### src/rtl/alu_seg_pkg.sv
// Shared definitions for the ALU / seven-segment unit: opcodes, FSM states, hex glyph table.
package alu_seg_pkg;

  localparam logic [2:0] OP_ADD = 3'd0;
  localparam logic [2:0] OP_SUB = 3'd1;
  localparam logic [2:0] OP_AND = 3'd2;
  localparam logic [2:0] OP_OR  = 3'd3;
  localparam logic [2:0] OP_XOR = 3'd4;
  localparam logic [2:0] OP_ACC = 3'd5;
  localparam logic [2:0] OP_MUL = 3'd6;
  localparam logic [2:0] OP_CLR = 3'd7;

  typedef enum logic {
    ST_IDLE = 1'b0,
    ST_MUL  = 1'b1
  } state_e;

  // Segment patterns, MSB = segment a ... LSB = segment g; entry index = hex digit.
  localparam logic [15:0][6:0] SEG_TABLE = {
    7'b1000111,  // F
    7'b1001111,  // E
    7'b0111101,  // d
    7'b1001110,  // C
    7'b0011111,  // b
    7'b1110111,  // A
    7'b1111011,  // 9
    7'b1111111,  // 8
    7'b1110000,  // 7
    7'b1011111,  // 6
    7'b1011011,  // 5
    7'b0110011,  // 4
    7'b1111001,  // 3
    7'b1101101,  // 2
    7'b0110000,  // 1
    7'b1111110   // 0
  };

endpackage

### src/rtl/seg7_hex_decoder.sv
// Combinational hex-digit to active-high seven-segment decoder (seg_o[0]=a .. seg_o[6]=g).
module seg7_hex_decoder
  import alu_seg_pkg::*;
(
  input  logic [3:0] hex_i,
  output logic [0:6] seg_o
);

  assign seg_o = SEG_TABLE[hex_i];

endmodule

### src/rtl/alu_seg_unit.sv
// W-bit registered ALU with accumulator, shift-add multiplier and hex display output.
module alu_seg_unit
  import alu_seg_pkg::*;
#(
  parameter int W = 4
) (
  input  logic         clk,
  input  logic         rst,
  input  logic         in_valid,
  output logic         in_ready,
  input  logic [2:0]   op,
  input  logic [W-1:0] in1,
  input  logic [W-1:0] in2,
  output logic [W-1:0] result,
  output logic         flag,
  output logic         out_valid,
  output logic [0:6]   seg
);

  localparam int CNT_W = $clog2(W);

  state_e               state_q;
  logic [W-1:0]         acc_q, acc_d;
  logic [W-1:0]         result_q, res_d;
  logic                 flag_q, flag_d;
  logic                 vld_q;
  logic [2*W-1:0]       mcand_q;
  logic [W-1:0]         mplier_q;
  logic [2*W-1:0]       prod_q, prod_d;
  logic [CNT_W-1:0]     cnt_q;
  logic [W:0]           add_w, sub_w, acc_w;
  logic                 mul_last;
  logic [3:0]           nib;

  assign in_ready = (state_q == ST_IDLE);
  assign mul_last = (cnt_q == CNT_W'(W - 1));

  // Single-cycle op results and the next shift-add partial product.
  always_comb begin
    add_w  = {1'b0, in1} + {1'b0, in2};
    sub_w  = {1'b0, in1} - {1'b0, in2};
    acc_w  = {1'b0, acc_q} + {1'b0, in1};
    acc_d  = acc_q;
    res_d  = '0;
    flag_d = 1'b0;
    case (op)
      OP_ADD: begin res_d = add_w[W-1:0]; flag_d = add_w[W]; end
      OP_SUB: begin res_d = sub_w[W-1:0]; flag_d = sub_w[W]; end
      OP_AND: res_d = in1 & in2;
      OP_OR:  res_d = in1 | in2;
      OP_XOR: res_d = in1 ^ in2;
      OP_ACC: begin acc_d = acc_w[W-1:0]; res_d = acc_w[W-1:0]; flag_d = acc_w[W]; end
      OP_CLR: acc_d = '0;
      default: ;
    endcase
    prod_d = mplier_q[0] ? (prod_q + mcand_q) : prod_q;
  end

  // Control FSM, accumulator and output registers; multiplier datapath is never reset.
  always_ff @(posedge clk) begin
    if (rst) begin
      state_q  <= ST_IDLE;
      acc_q    <= '0;
      result_q <= '0;
      flag_q   <= 1'b0;
      vld_q    <= 1'b0;
      cnt_q    <= '0;
    end else begin
      vld_q <= 1'b0;
      case (state_q)
        ST_IDLE: begin
          if (in_valid) begin
            if (op == OP_MUL) begin
              mcand_q  <= {{W{1'b0}}, in1};
              mplier_q <= in2;
              prod_q   <= '0;
              cnt_q    <= '0;
              state_q  <= ST_MUL;
            end else begin
              result_q <= res_d;
              flag_q   <= flag_d;
              acc_q    <= acc_d;
              vld_q    <= 1'b1;
            end
          end
        end
        ST_MUL: begin
          prod_q   <= prod_d;
          mcand_q  <= mcand_q << 1;
          mplier_q <= mplier_q >> 1;
          cnt_q    <= cnt_q + CNT_W'(1);
          if (mul_last) begin
            result_q <= prod_d[W-1:0];
            flag_q   <= |prod_d[2*W-1:W];
            vld_q    <= 1'b1;
            state_q  <= ST_IDLE;
          end
        end
        default: state_q <= ST_IDLE;
      endcase
    end
  end

  if (W >= 4) begin : g_nib
    assign nib = result_q[3:0];
  end else begin : g_nib_ext
    assign nib = {{(4 - W){1'b0}}, result_q};
  end

  seg7_hex_decoder u_dec (
    .hex_i (nib),
    .seg_o (seg)
  );

  assign result    = result_q;
  assign flag      = flag_q;
  assign out_valid = vld_q;

endmodule
### config.mk
export PLATFORM = sky130hd
export DESIGN_NAME = alu_seg_unit
export DESIGN_NICKNAME = d
export VERILOG_FILES = /design/src/rtl/alu_seg_pkg.sv /design/src/rtl/seg7_hex_decoder.sv /design/src/rtl/alu_seg_unit.sv
export SDC_FILE = /design/constraint.sdc
export NUM_CORES = 1
export LEC_CHECK = 0
export ABC_AREA = 1
export CAP_MARGIN = 20
export CELL_PAD_IN_SITES_DETAIL_PLACEMENT = 1
export CELL_PAD_IN_SITES_GLOBAL_PLACEMENT = 2
export CORE_MARGIN = 1.5
export CORE_UTILIZATION = 36
export DETAILED_ROUTE_END_ITERATION = 6
export GPL_TIMING_DRIVEN = 0
export PLACE_DENSITY = 0.94
export SETUP_SLACK_MARGIN = 0.15
export SYNTH_ARGS = -nofsm -noshare
export SYNTH_HDL_FRONTEND = slang
export SYNTH_SLANG_ARGS = --single-unit
### constraint.sdc
create_clock -name clk -period 3.86 [get_ports clk]
set_input_delay 0.772 -clock clk [delete_from_list [all_inputs] [get_ports clk]]
set_output_delay 0.772 -clock clk [all_outputs]
set_load 0.05 [all_outputs]
After elaboration in Yosys (flattened, before gate mapping)
Memory sizes are Yosys's and may differ from the RTL's. A register that Yosys moved wholly into a read port is not among the register bits.
Index checks and enable logic that the tools add are counted.
{"block": "word_totals", "ff_bits": 33, "romBits": 112, "input_bits": 14, "out_inout_bits": 14, "word_cells": 76, "n_memories": 1}
{"block": "classes", "n_addsub": 5, "magnitude_cmp": 1, "eq_ne": 12, "muxes": 35, "n_bitwise": 6, "n_reduce_logical": 7}
{"name": "(name not given)", "words": 16, "word_bits": 7, "read_ports": 1, "rd_ports_with_merged_regs": 1, "write_ports": 0, "line": "seg7_hex_decoder.sv:9", "rtl": "assign seg_o = SEG_TABLE[hex_i];"}
{"cell": "8-bit 2-to-1 mux", "count": 5}
{"cell": "8-bit one-hot mux with 2 select lines", "count": 2}
{"cell": "4-bit 2-to-1 mux", "count": 7}
{"cell": "4-bit one-hot mux with 2 select lines", "count": 3}
{"cell": "4-bit one-hot mux with 6 select lines", "count": 1}
{"cell": "3-bit == test, second input constant", "count": 4}
{"cell": "4-bit by 4-bit adder with 5-bit output", "count": 2}
{"cell": "1-bit 2-to-1 mux", "count": 9}
{"cell": "8-bit adder", "count": 1}
{"cell": "7-bit 2-to-1 mux", "count": 1}
{"cell": "3-bit by 2-bit == test with 1-bit output, second input constant", "count": 2}
{"cell": "1-bit one-hot mux with 2 select lines", "count": 3}
{"cell": "3-bit AND reduction", "count": 2}
{"cell": "4-bit by 5-bit less-than comparator with 1-bit output, second input constant", "count": 1}
{"cell": "4-bit by 4-bit subtractor with 5-bit output", "count": 1}
{"cell": "4-bit bitwise AND", "count": 1}
{"cell": "2-bit 2-to-1 mux", "count": 2}
{"cell": "2-bit by 1-bit != test with 1-bit output, second input constant", "count": 2}
{"cell": "2-bit != test, second input constant", "count": 2}
{"cell": "4-bit OR", "count": 1}
{"cell": "2-bit one-hot mux with 2 select lines", "count": 1}
{"cell": "4-bit AND reduction", "count": 1}
{"cell": "4-bit OR reduction", "count": 1}
{"cell": "4-bit XOR", "count": 1}
{"cell": "8 further kinds", "count": 10}

Logic depth before layout (Yosys ltp)
Gate-level depths: netlist of run 1.
{"block": "logic_depth", "ltp_word": 7, "mapped_depth": 17, "ltp_nobuf": 17}

Modules after synthesis
A second synthesis of run 1 with hierarchy kept.
{"block": "hier_totals", "hier_cells": 362, "hier_area_um2": 2682.6}
{"module": "alu_seg_unit", "n_inst": 1, "cells_per_inst": 310, "area_each_um2": 2412.3, "seq_area_each_um2": 860.8}
{"module": "seg7_hex_decoder", "n_inst": 1, "cells_per_inst": 52, "area_each_um2": 270.3, "seq_area_each_um2": 0.0}

Least setup slack after synthesis of run 1
No wires, ideal clock.
{"block": "synth_path", "kind": "input to register", "from": "input port in1[0]", "to": "register seg[3] (netlist name)", "setup_ns": 0.112, "arrival_time_ns": 2.536, "required_ns": 3.748, "slack_ns": 1.212, "cell_stages": 15, "path_buffers": 0, "path_cell_list": "ha_1 fa_1 nand2_2 nand2_1 nor2_1 nand2_2 nand2_2 a21oi_4 inv_1 ha_1 inv_1 nand3_1 nand2_1 nand2_1 nand2_1"}
{"item": "start: declaration", "line": "alu_seg_unit.sv:12", "rtl": "input logic [W-1:0] in1,"}

==> impl_metrics.yaml, run 1 <==
timing:
  layout_setup_ws_ns: 0.669
  maxSlewViolCount: 0
  fin_skew_ns: 0.0142
  slew_headroom_pct: 66.2
  worst-slew-pin-transition_ns: 0.506
  max_freq_mhz: 313
  period_share_pct: 82.7
  final-hold-violation-count: 0
  setup-tns-final_ns: 0
  rsz0062_at_grt: "false"
  setup_violations: 0
  min_period_ns: 3.19
logic_synthesis:
  synth_xor_area_share_pct: 0.561
  synth_area_leader_cell: "edfxtp_1"
  netlist_area_sq_mm: 0.00312
  synth_compound_area_share_pct: 8.05
  synth.avg_cell_area_sq_um: 7.35
  netlist_top_cells_area: "edfxtp_1 (19%), nand2_1 (14%), dfxtp_1 (13%), ha_1 (12%), nand3_1 (7.7%)"
  syn_inst: 425
  synth_top_area_share_pct: 19.2
  synth_top_family_by_area: "simple AND/OR/NAND/NOR gates"
  muxShareOfSynthArea_pct: 0.320
  synth.distinct_cells: 38
  synthSimpleGateAreaFrac_pct: 33.7
  yosysWarnings: 0
  synth-seq-area-share_pct: 32.0
  synthTopCellsByCount: "nand2_1 (113), inv_1 (61), nand3_1 (48)"
  syn_nets: 474
  ys_ff_latch: 40
  synth_flop_cell: "edfxtp_1"
  synth_edf_count: 20
  yosysMostFrequentCell: "nand2_1"
  async_reset_ff_share_pct: 0
  synth_fa_ha_area_share_pct: 15.0
clock_network:
  clk_path_buf_depth: 2
  ctsHoldBuffers: 0
  ctsResizeCount: 0
  cts-buffers-inserted: 5
  h-tree-depth: 2
  clockRootBuffer: "clkbuf_8"
  clock_latency_ns: 0.30
  cts_tree: "built"
  clkTransAtPathRegs_ns: 0.07
  post_cts_buffers: 0
  clock_sinks: 40
floorplan:
  start_util_pct: 37.6
  die_x_microns: 96.2
  die-area_sq_mm: 0.00925
  die_h_microns: 96.2
  num_rows: 33
  ioPinCount: 28
  fp.coreArea_sq_mm: 0.00830
drt:
  antenna_left: 0
  wl_microns: 7900
  drc: 0
  vias: 2756
  vias_per_cell: 4.90
  routedWlPerCell_microns: 14.0
  dr.pass1.iters: 4
  drt_iter0_drc: 53
layout:
  stdcell_count: 563
  design_area_sq_mm: 0.00359
  area_delta_synth_final_pct: 15.1
  drive_above_1_share_pct: 11.1
  nNetsFinal: 506
  n_antenna_cell: 0
  num-fill-cells: 1043
  utilization_pct: 43.3
pwr:
  p_switching_w: 0.000392
  powerDensity_mw_per_mm2: 309
  leakagePower_nw: 1.80
  p_sw_share_pct: 35.3
  p_int_w: 0.000718
  comb_power_share_pct: 32.0
  peakVddDrop_uv: 223
  p_seq_share_pct: 43.4
  pwr-share-clk_pct: 24.6
global_routing:
  grt_first_pass_wirelength_microns: 13700
  grt_pass1_vias: 2896
  grt.total_usage_pct: 19.2
  grt_overflow: 0
  antenna_found_initial: 0
  grt_max_degree: 21
run_status:
  status: "complete, no violations"
worst_setup_path:
  worstSetupPathType: "in2reg"
  cp_max_fo: 6
  cpMaxStageDelayCell: "clkdlybuf4s50_1"
  cp.required_ns: 4.05
  worstPathCellList: "clkdlybuf4s50_1 > inv_1 > fa_1 > inv_1 > nand2_1 > nand2_1 > inv_1 > nand2_2 > nand2_2 > a21oi_4 > inv_1 > ha_1 > inv_1 > nand3_1 > nand2_1 > nand2_1 > nand2_1"
  critPathCaptureType: "flop"
  slowest_delay_ns: 0.69
  cp.arrival_ns: 3.38
  crit_path_start_kind: "primary input"
placement:
  dp_hpwl_microns: 6550
  dp_cells: 555
  placed_area_sq_mm: 0.00351
  dp_slack_ns: 0.342
  numPortBuffers: 24
  gp_congestion: 0.822
hold_path:
  hold_class: "reg2reg"
job:
  max_cap_violations: 0
[cells by family (layout without fill, tap and decap cells)]
| family | Yosys count | count (layout) |
|---|---|---|
| xor gates and xnor gates | 2 | 2 |
| AOI/OAI and AO/OA | 38 | 38 |
| and+or+nand+nor | 228 | 228 |
| muxes | 1 | 1 |
| DFF | 40 | 40 |
| adders and majority gates | 35 | 35 |
| buffers and inverters | 81 | 114 |
[area by class of cell]
| cell class | count | area (sq um) | share of cell area [%] |
|---|---|---|---|
| plain buffers | 8 | 45.0 | 1.25 |
| clock buffers | 7 | 76.3 | 2.12 |
| repair buffers | 25 | 255 | 7.10 |
| clock inverters | 1 | 5.00 | 0.139 |
| inverters | 73 | 279 | 7.76 |
| multi-input cells | 304 | 1800 | 50.1 |
| flip-flops and latches | 40 | 1000 | 27.8 |
| well taps | 105 | 131 | 3.65 |
[layout by cell type, fill, tap and decap left out, types with 3 or more instances in the layout]
cell type and instances:
buf_2 3, clkbuf_1 4, nand3_1 48, edfxtp_1 20, ha_1 31, o21ai_0 11
nor2_1 36, fa_1 4, nand2_1 113, inv_1 61, nand2_2 8, a21oi_4 3
a21oi_1 17, clkdlybuf4s50_1 24, inv_2 10, dfxtp_1 20, clkbuf_8 5, nand4_1 8
[power by group through the flow]
stage / sequential [W] / clock, W / combinational, W
after CTS: 0.000483 / 0.000281 / 0.000361
final: 0.000482 / 0.000273 / 0.000355
after global placement: 0.000491 / 0 / 0.000349
after global routing: 0.000485 / 0.000298 / 0.000394
after floorplan: 0.000557 / 0 / 0.000185
after detailed placement: 0.000492 / 0 / 0.000359
[stage by stage]
stage	hold slack, ns	power [W]
floorplan	0.433	0.000742
global placement	0.450	0.000840
detailed placement	0.465	0.000851
CTS	0.475	0.00112
global route	0.494	0.00118
finish	0.469	0.00111
[flip-flops by register name (all words and copies together) (netlist names)]
register   flops
result         4
acc_q          4
cnt_q          2
mcand_q        8
flag           1
state_q        1
prod_q         8
mplier_q       4
out_valid      1
seg            7
[routing by layer]
layer  vias to the layer above  global-route usage, %  wire length, microns
li1                       1414                      -                     -
met1                      1323                   24.7                  3800
met2                        15                   34.0                  3930
met3                         4                   3.63                   140
met4                         0                   2.21                    29
met5                         -                      0                     0
[worst paths after layout]
kind	from	to	slack, ns	cells past startpoint
worst max-delay path	in1[1]	seg[3]	0.67	17
worst min-delay path	acc_q[0]	acc_q[0]	0.47	2
worst max register to register	mcand_q[0]	seg[3]	1.28	13
worst min register to register	acc_q[0]	acc_q[0]	0.47	2
[critical path: cells and delay by family]
family / cells / cell delay, ns
AO/OA/AOI/OAI: 1 / 0.20
AND/OR/NAND/NOR: 8 / 0.50
buffers and inverters: 6 / 1.13
adder cells (fa/ha/maj): 2 / 0.77
No activity file was read; power rests on OpenSTA's default activity.
==> run 2: changes to the inputs <==
CORE_UTILIZATION = 30   (was 36)
PLACE_DENSITY = 0.85   (was 0.94)
clock period = 2.9 ns   (was 3.86 ns; I/O delays follow)
==> run 2 against run 1 <==
Net effect: worst setup slack worse by 0.34 ns; cell count up 5.7%; non-clock buffer count up 1; critical path type is now reg2out.
==> impl_metrics.yaml, run 2 (same netlist as run 1, synthesis figures left out) <==
run_status:
  status: "complete, no violations"
layout:
  nNetsFinal: 507
  n_antenna_cell: 0
  area_delta_synth_final_pct: 17.6
  design_area_sq_mm: 0.00367
  num-fill-cells: 1271
  mostFrequentLayoutCell: "nand2_1"
  final_cell_mix: "nand2_1 (112), inv_1 (59), nand3_1 (48)"
  drive_above_1_share_pct: 13.5
worst_setup_path:
  critPathCaptureType: "output port"
  worstSetupPathType: "reg2out"
  crit_path_start_kind: "flop"
  cp_max_fo: 10
  cp.required_ns: 2.32
  cp.arrival_ns: 1.99
clock_network:
  cts-buffers-inserted: 5
  clk_path_buf_depth: 2
  cts_tree: "built"
  h-tree-depth: 2
  clockRootBuffer: "clkbuf_8"
  ctsHoldBuffers: 0
  clkTransAtPathRegs_ns: 0.08
  clock_sinks: 40
  clock_latency_ns: 0.30
global_routing:
  grt.total_usage_pct: 15.6
  use_met1_pct: 19.6
  gr-usage-met3_pct: 2.43
  grt_pass1_vias: 2858
  grt_busiest_layer: "met2"
  grt_max_degree: 14
  antenna_found_initial: 0
  use_met2_pct: 27.7
  grt_first_pass_wirelength_microns: 13800
  grt_overflow: 0
timing:
  final-hold-violation-count: 0
  fin_skew_ns: 0.00772
  max_freq_mhz: 389
  worst-slew-pin-transition_ns: 0.584
  setup_violations: 0
  rsz0062_at_grt: "false"
  maxSlewViolCount: 0
  period_share_pct: 88.5
  slew_headroom_pct: 61.0
  min_period_ns: 2.57
drt:
  wl_microns: 8070
  drc: 0
  dr.pass1.iters: 4
  routedWlPerCell_microns: 13.6
  drt_iter0_drc: 70
  antenna_left: 0
  vias: 2744
  vias_per_cell: 4.61
floorplan:
  start_util_pct: 30.5
  die-area_sq_mm: 0.0110
  die_h_microns: 105
  fp.coreArea_sq_mm: 0.0102
  num_rows: 37
  die_x_microns: 105
  ioPinCount: 28
placement:
  numPortBuffers: 24
  dp_hpwl_microns: 6550
  gp_congestion: 0.826
  placed_area_sq_mm: 0.00355
job:
  max_cap_violations: 0
hold_path:
  hold_class: "reg2reg"
pwr:
  powerDensity_mw_per_mm2: 430
  p_total_w: 0.00158
  peakVddDrop_uv: 271
  leakagePower_nw: 1.82
## run 2: changes by cell type in the layout (fill, tap and decap cells not counted), sizes merged
cell | previous run | this run
dlymetal6s2s | 0 | 1
clkdlybuf4s18 | 0 | 1
dlygate4sd2 | 0 | 2
buf | 7 | 8
clkinv | 1 | 2
clkbuf | 9 | 8
bufinv | 0 | 1
clkdlybuf4s50 | 24 | 19
## run 2: path summary, 6_finish.rpt
check             slack, ns       end  cells after the start        from
setup / recovery       0.33  in_ready                      4     state_q
hold / removal         0.47  acc_q[0]                      2    acc_q[0]
setup reg to reg       0.46    seg[3]                     13  mcand_q[0]
hold reg to reg        0.47  acc_q[0]                      2    acc_q[0]
## run 2: worst max-delay path, cell delays in order, from the launching register on
cell and delay (ns):
dfxtp_1 0.31, buf_2 0.18, inv_1 0.13, buf_2 0.24
clkdlybuf4s50_1 0.84
## run 2: through the flow
| step | worst slack [ns] | TNS, ns | utilization [%] | hold slack, ns | cells |
|---|---|---|---|---|---|
| floorplan | 0.444 | 0 | - | 0.433 | 425 |
| global placement | -0.392 | -8.27 | 34.5 | 0.447 | 585 |
| detailed placement | -0.465 | -2.53 | 34.7 | 0.459 | 586 |
| CTS | 0.154 | 0 | 35.8 | 0.472 | 594 |
| global route | 0.162 | 0 | 35.9 | 0.515 | 595 |
| finish | 0.332 | 0 | 35.9 | 0.471 | 595 |
## run 2: layout make-up
type                       count  area, sq um  share of cell area [%]
clock buffer                   5         68.8                    1.87
inverter                      73          279                    7.59
sequential                    40         1000                    27.2
clock inverter                 3         42.5                    1.16
tap                          136          170                    4.63
buffer                         8         45.0                    1.23
multi-input combinational    304         1810                    49.4
timing repair buffer          26          254                    6.91
## run 2: report_power, final
part	leakage [nW]	switching, W	internal [W]
Combinational	1.42	0.000316	0.000160
Sequential	0.350	0.0000146	0.000627
Clock	0.0558	0.000209	0.000255
Total	1.82	0.000540	0.00104
## run 2: routing by layer
metal,share of wire (%),vias up
met5,0,-
met4,0.95,0
met3,1.9,7
met2,49,20
met1,48,1297
li1,-,1420
## run 2: repair_timing
item                       CTS  global route
pin swaps                    1             2
buffers inserted             0             1
resized for setup            8            10
setup endpoints to repair    7             6
==> run 3: changes to the inputs <==
CORE_UTILIZATION = 36   (was 30)
PLACE_DENSITY = 0.94   (was 0.85)
clock period = 3.1 ns   (was 2.9 ns; I/O delays follow)
==> run 3 against run 2 <==
Net effect: sequential power fell by 6.5%; cell area fell by 1.9%; sequential share of layout area rose by 0.52 points; critical path type is now in2reg; wire length fell by 1.6%; hold slack got worse by 0.0021 ns; first-iteration DRC count fell by 5.7%; worst setup slack improved by 0.055 ns; clock skew rose by 0.0064 ns; non-clock buffer count did not move; critical path depth rose by 12; global-route usage rose by 3.6 points.
==> impl_metrics.yaml, run 3 (same netlist as run 1, synthesis figures left out) <==
worst_setup_path:
  cp_max_fo: 4
  critPathCaptureType: "flop"
  endpoint: "seg[3]"
  r2r_end: "seg[3]"
  reg2reg_slack_ns: 0.57
  cp.arrival_ns: 2.90
  cp.required_ns: 3.29
  critPathLaunch: "in2[1]"
  r2r-start: "mcand_q[0]"
  crit_path_start_kind: "primary input"
  r2r_cells: 13
  worstSetupPathType: "in2reg"
layout:
  nNetsFinal: 507
  utilization_pct: 43.4
  n_antenna_cell: 0
  regArea_sq_mm: 0.00100
  area_delta_synth_final_pct: 15.4
  multiInputGateArea_sq_mm: 0.00180
  num-fill-cells: 1042
  final_cell_mix: "nand2_1 (113), inv_1 (61), nand3_1 (48)"
  mostFrequentLayoutCell: "nand2_1"
  drive_above_1_share_pct: 11.5
  design_area_sq_mm: 0.00361
pwr:
  peakVddDrop_uv: 277
  powerDensity_mw_per_mm2: 384
  p_total_w: 0.00138
  p_switching_w: 0.000489
  leakagePower_nw: 1.81
  p_int_w: 0.000894
  comb_power_share_pct: 32.1
  pwr-share-clk_pct: 24.5
  p_sw_share_pct: 35.3
  p_seq_share_pct: 43.4
global_routing:
  grt_pass1_vias: 2900
  grt_first_pass_wirelength_microns: 13700
  grt_overflow: 0
  antenna_found_initial: 0
  grt_max_degree: 21
  gr-usage-met3_pct: 3.63
  use_met1_pct: 24.8
  use_met2_pct: 34.0
  grt.total_usage_pct: 19.2
  grt_busiest_layer: "met2"
clock_network:
  ctsHoldBuffers: 0
  h-tree-depth: 2
  clock_latency_ns: 0.30
  clockRootBuffer: "clkbuf_8"
  cts_tree: "built"
  clk_path_buf_depth: 2
  clock_sinks: 40
  clkTransAtPathRegs_ns: 0.07
  cts-buffers-inserted: 5
placement:
  dp_slack_ns: -0.266
  numPortBuffers: 24
  gp_congestion: 0.822
  dp_hpwl_microns: 6550
  placed_area_sq_mm: 0.00351
floorplan:
  start_util_pct: 37.6
  ioPinCount: 28
  die_h_microns: 96.2
  die_x_microns: 96.2
  die-area_sq_mm: 0.00925
  num_rows: 33
  fp.coreArea_sq_mm: 0.00830
timing:
  layout_setup_ws_ns: 0.387
  maxSlewViolCount: 0
  fin_skew_ns: 0.0142
  setup_violations: 0
  rsz0062_at_grt: "false"
  min_period_ns: 2.71
  max_freq_mhz: 369
  setup-tns-final_ns: 0
  final-hold-violation-count: 0
  worst-slew-pin-transition_ns: 0.506
  slew_headroom_pct: 66.2
  period_share_pct: 87.5
drt:
  antenna_left: 0
  vias: 2762
  drt_iter0_drc: 66
  vias_per_cell: 4.90
  wl_microns: 7940
  dr.pass1.iters: 4
  routedWlPerCell_microns: 14.1
  drc: 0
hold_path:
  hold_class: "reg2reg"
run_status:
  status: "complete, no violations"
job:
  max_cap_violations: 0
[run 3: stage by stage]
step / std cells / hold WS (ns)
floorplan: 425 / 0.433
global placement: 554 / 0.450
detailed placement: 555 / 0.465
CTS: 564 / 0.475
global route: 564 / 0.494
finish: 564 / 0.469
[run 3: layer usage]
layer,routed length (microns),part of all wire (%)
met5,0,0
met2,3930,50
met1,3830,48
met4,29,0.37
met3,140,1.8
[run 3: critical path, cell delays in order]
cell	delay, ns
clkdlybuf4s50_1	0.59
inv_1	0.11
ha_1	0.36
nand4_1	0.11
nand2_1	0.07
nor2_1	0.05
nand2_2	0.05
nand2_2	0.07
a21oi_4	0.17
inv_1	0.11
ha_1	0.28
inv_1	0.04
nand3_1	0.10
nand2_1	0.06
nand2_1	0.05
nand2_1	0.05
[run 3: area by class of cell]
cell class | instances | share of cell area (%)
Inverter | 73 | 7.74
Buffer | 8 | 1.25
Sequential cell | 40 | 27.8
Tap cell | 105 | 3.64
Clock inverter | 1 | 0.139
Clock buffer | 7 | 2.12
Multi-Input combinational cell | 304 | 50.0
Timing Repair Buffer | 26 | 7.32
[run 3: what timing repair did]
action | in CTS | in global routing
pin swaps | 1 | 0
setup buffers | 1 | 0
gates resized for setup | 2 | 3
setup endpoints to repair | 4 | 5
[run 3: worst min path at each step]
stage	from	slack [ns]	end	cells after the start
2_1_floorplan	cnt_q[0]	0.43	cnt_q[0]	1
4_1_cts	acc_q[0]	0.47	acc_q[0]	2
3_3_place_gp	cnt_q[0]	0.45	cnt_q[0]	1
3_5_place_dp	acc_q[0]	0.46	acc_q[0]	2
6_report	acc_q[0]	0.47	acc_q[0]	2
5_1_grt	acc_q[0]	0.49	acc_q[0]	2
[run 3: power by group through the flow]
stage | Sequential (W) | Combinational, W | Clock [W]
floorplan | 0.000694 | 0.000230 | 0
global placement | 0.000612 | 0.000434 | 0
detailed placement | 0.000613 | 0.000447 | 0
CTS | 0.000601 | 0.000450 | 0.000350
global route | 0.000604 | 0.000491 | 0.000371
finish | 0.000600 | 0.000444 | 0.000339
